<file path="config.mk">
export PLATFORM = sky130hd
export DESIGN_NAME = stream_demux
export DESIGN_NICKNAME = d
export VERILOG_FILES = /design/src/rtl/stream_demux.sv
export SDC_FILE = /design/constraint.sdc
export NUM_CORES = 1
export LEC_CHECK = 0
export CELL_PAD_IN_SITES_DETAIL_PLACEMENT = 0
export CELL_PAD_IN_SITES_GLOBAL_PLACEMENT = 1
export CORE_MARGIN = 1
export CORE_UTILIZATION = 38
export CTS_CLUSTER_SIZE = 16
export DETAILED_ROUTE_END_ITERATION = 8
export GPL_TIMING_DRIVEN = 0
export PLACE_DENSITY_LB_ADDON = 0.1
export SYNTH_ARGS = -nofsm -noshare
export SYNTH_HDL_FRONTEND = slang
export SYNTH_SLANG_ARGS = --single-unit
</file>
<file path="constraint.sdc">
create_clock -name clk -period 6.35 [get_ports clk]
set_clock_uncertainty 0.2 [all_clocks]
set_input_delay 0.635 -clock clk [delete_from_list [all_inputs] [get_ports clk]]
set_output_delay 0.635 -clock clk [all_outputs]
set_load 0.02 [all_outputs]
</file>
<file path="src/rtl/stream_demux.sv">
// stream_demux: registered 1:NCH valid/ready demultiplexer with unicast/broadcast
// routing through a one-word output slot per channel.
module stream_demux #(
  parameter int NCH = 8,
  parameter int DW  = 8,
  localparam int SELW = (NCH > 1) ? $clog2(NCH) : 1
) (
  input  logic              clk,
  input  logic              rst_n,
  input  logic              s_valid,
  output logic              s_ready,
  input  logic [DW-1:0]     s_data,
  input  logic [SELW-1:0]   s_sel,
  input  logic              s_bcast,
  output logic [NCH-1:0]    m_valid,
  input  logic [NCH-1:0]    m_ready,
  output logic [NCH*DW-1:0] m_data,
  output logic [7:0]        err_cnt
);

  logic [NCH-1:0]         m_valid_q, m_valid_d;
  logic [NCH-1:0][DW-1:0] m_data_q, m_data_d;
  logic [7:0]             err_cnt_q, err_cnt_d;
  logic [NCH-1:0]         can_acc, sel_hit, load;
  logic                   sel_oob, accept;

  function automatic logic [7:0] sat_inc8(input logic [7:0] v);
    return (v == 8'hFF) ? v : v + 8'd1;
  endfunction

  always_comb begin
    can_acc = ~m_valid_q | m_ready;
    sel_hit = '0;
    for (int i = 0; i < NCH; i++) sel_hit[i] = (32'(s_sel) == i);
    sel_oob = (32'(s_sel) >= NCH);

    // Out-of-range unicasts are always taken so the producer never stalls on them.
    if (s_bcast)      s_ready = &can_acc;
    else if (sel_oob) s_ready = 1'b1;
    else              s_ready = |(can_acc & sel_hit);

    accept = s_valid & s_ready;
    load   = '0;
    if (s_bcast)       load = {NCH{accept}};
    else if (!sel_oob) load = sel_hit & {NCH{accept}};

    // A draining slot may be refilled in the same cycle.
    m_valid_d = (m_valid_q & ~m_ready) | load;
    m_data_d  = m_data_q;
    for (int i = 0; i < NCH; i++) begin
      if (load[i]) m_data_d[i] = s_data;
    end

    err_cnt_d = err_cnt_q;
    if (accept && !s_bcast && sel_oob) err_cnt_d = sat_inc8(err_cnt_q);
  end

  always_ff @(posedge clk or negedge rst_n) begin
    if (!rst_n) begin
      m_valid_q <= '0;
      m_data_q  <= '0;
      err_cnt_q <= '0;
    end else begin
      m_valid_q <= m_valid_d;
      m_data_q  <= m_data_d;
      err_cnt_q <= err_cnt_d;
    end
  end

  assign m_valid = m_valid_q;
  assign m_data  = m_data_q;
  assign err_cnt = err_cnt_q;

endmodule

</file>
==> impl_metrics.env <==
export IMPL_start_util_pct=39.18
export IMPL_die_x_um=94.05
export IMPL_grt_remaining_overflow=0
export IMPL_yosys_area_top_type="dfrtp_1"
export IMPL_cts_tree="yes"
export IMPL_slew_headroom_pct=39.68
export IMPL_endpoint_kind="output pin"
export IMPL_coreArea_um2=8217
export IMPL_syn_area_per_cell_um2=10.84
export IMPL_p_leak_nw=1.981
export IMPL_r2r_start="m_valid[2]"
export IMPL_yosysSeqAreaShare_pct=55.97
export IMPL_cap_violations=0
export IMPL_synth_top_area_share_pct=55.97
export IMPL_slowest_stage="clkdlybuf4s50_1"
export IMPL_crit_required_ns=5.51
export IMPL_r2r_end="m_data[52]"
export IMPL_hold_viol_final=0
export IMPL_p_sw_mw=0.6563
export IMPL_max_freq_mhz=273.1
export IMPL_die_height_um=94.05
export IMPL_synthArstFlopShare_pct=100.0
export IMPL_cp_start_kind="input pin"
export IMPL_crit_fanout=9
export IMPL_antenna_found_initial=0
export IMPL_path_clk_slew_ns=0.08
export IMPL_p_int_mw=1.194
export IMPL_r2r_cells=5
export IMPL_min_path_type="input pin to async pin"
export IMPL_cts_root_buffer="clkbuf_8"
export IMPL_cp_common_cell="clkdlybuf4s50_1"
export IMPL_share_comb_of_total_power_pct=40.9
export IMPL_viasPerCell=4.942
export IMPL_synth_edf_count=0
export IMPL_synth_seq_cells=72
export IMPL_dpl_cell_area_um2=4295
export IMPL_dr_first_iter_drc_count=165
export IMPL_die_area_um2=8844
export IMPL_fin_crit_sh_pct=57.66
export IMPL_cts_setup_buffers=0
export IMPL_routed_wl_mm=8.488
export IMPL_fin_tns_setup_ns=0
export IMPL_synth_distinct_cells=32
export IMPL_track_usage_pct=20.27
export IMPL_ys_warn_count=0
export IMPL_rsz0062_at_grt="no"
export IMPL_outcome="complete, no violations"
export IMPL_area_growth_pct=40.50
export IMPL_cp_endpoint="s_ready"
export IMPL_clkPwrFrac_pct=22.4
export IMPL_antenna_left=0
export IMPL_synth_area_leaders="dfrtp_1 56%, o22ai_1 12%, inv_1 7.7%"
export IMPL_cts_htree_levels=3
export IMPL_worstSetupPathType="input pin to output pin"
export IMPL_ys_flop_type="dfrtp_1"
export IMPL_cts_made_buffers=9
export IMPL_setup_viol=0
export IMPL_fin_nets=430
export IMPL_power_frac_seq_pct=36.8
export IMPL_io_buffers=92
export IMPL_max_stage_delay_ns=0.62
export IMPL_clk_path_buf_depth=2
export IMPL_clk_latency_ns=0.34
export IMPL_postSynthCellCount=297
export IMPL_globalplace_congestion=0.8034
export IMPL_detail_route_wl_per_cell_um=16.42
export IMPL_drive_gt1_share_pct=11.17
export IMPL_final_area_um2=4523
export IMPL_crit_start="m_ready[3]"
export IMPL_hpwl_mm=5.917
export IMPL_io_pins=104
export IMPL_swShare_pct=35.46
export IMPL_cp_data_arrival_time_ns=2.83
export IMPL_crit_chain="clkdlybuf4s50_1 > and4b_4 > a2111oi_4 > o21ai_4 > nand3_1 > clkdlybuf4s50_1"
export IMPL_powerDensity_nw_per_um2=409.2
export IMPL_synth_most_common_cell="dfrtp_1"
export IMPL_grt_max_degree=73
export IMPL_period_minus_slack_ns=3.661
export IMPL_drcViolationCount=0
export IMPL_netlist_area_um2=3219
export IMPL_cts_resized_gates=0
export IMPL_grt_pass1_vias=2438
export IMPL_vias=2555
export IMPL_num_rows=33
export IMPL_n_antenna_cell=0
export IMPL_ir_worst_vdd_mv=0.1910
export IMPL_yosys_top_cells_count="72 x dfrtp_1, 66 x inv_1, 64 x o22ai_1"
export IMPL_cts_hold_buf=0
export IMPL_clock_sinks=72
export IMPL_drv_slew=0
export IMPL_ff2ff_setup_slack_ns=3.90
export IMPL_tightestPinTransition_ns=0.9049
export IMPL_first_pass_iters=4
export IMPL_grt_pass1_wl_mm=13.17
registers in the layout (all words and copies together) (netlist names):
name,count
m_valid,8
m_data,64
placed cells by master (no fill, tap or decap), types with 8 or more instances in the layout:
cell | netlist | final
nor2b_1 | 8 | 8
clkbuf_8 | 0 | 10
conb_1 | 1 | 8
buf_4 | 8 | 9
o22ai_1 | 64 | 64
clkdlybuf4s50_1 | 0 | 91
nand2_1 | 9 | 9
or2_1 | 8 | 8
nor2_1 | 11 | 11
dfrtp_1 | 72 | 72
inv_1 | 66 | 66
worst min path at each step:
stage	startpoint	end	cells after the start	slack, ns
CTS	rst_n	m_data[57]	1	0.24
floorplan	rst_n	m_data[0]	0	0.14
global placement	m_data[52]	m_data[52]	2	0.33
finish	rst_n	m_data[62]	1	0.21
global route	rst_n	m_data[62]	1	0.27
detailed placement	m_data[45]	m_data[45]	2	0.33
critical path: cells and delay by family:
family	cells	cell delay (ns)
buffers and inverters	2	1.09
AND/OR/NAND/NOR	2	0.36
AO/OA/AOI/OAI	2	0.74
per-layer routing:
layer  track usage, %  wire length (um)  share of wire, %
met1            27.29              3894                46
met2            32.12              3994                47
met3            4.126               481               5.7
met4            7.692               117               1.4
met5                0                 0                 0
power groups by stage:
stage / combinational [mW] / sequential, mW / clock [mW]
after detailed placement: 0.761 / 0.688 / 0
after global placement: 0.753 / 0.686 / 0
after global routing: 0.813 / 0.698 / 0.440
after floorplan: 0.223 / 0.854 / 0
final: 0.757 / 0.680 / 0.414
after CTS: 0.763 / 0.681 / 0.422
cell type report:
type                            count  area (um^2)
Clock buffer                       10        137.6
Tap cell                          105        131.4
Inverter                           66        247.7
Multi-Input combinational cell    151         1071
Timing Repair Buffer               92        918.4
Clock inverter                      6        90.09
Buffer                             15        125.1
Sequential cell                    72         1802
Fill cell                         765         3694
cells by family after synthesis:
group | Yosys count | synth area share (%)
other cells | 1 | 0.1165
flops | 72 | 55.97
simple gates | 56 | 10.34
mux | 1 | 0.6995
buf+inv | 81 | 11.58
compound gates | 86 | 21.30
per-stage QoR:
step / setup WS [ns] / cells / util, % / power, mW / hold slack, ns
floorplan: 3.649 / 304 / - / 1.077 / 0.1394
global placement: 1.973 / 501 / 52.31 / 1.439 / 0.3264
detailed placement: 2.655 / 501 / 52.28 / 1.449 / 0.3306
CTS: 2.657 / 517 / 55.05 / 1.866 / 0.2403
global route: 2.570 / 517 / 55.05 / 1.951 / 0.2704
finish: 2.689 / 517 / 55.05 / 1.851 / 0.2126
Note: power is estimated with default switching activity, not from simulation.
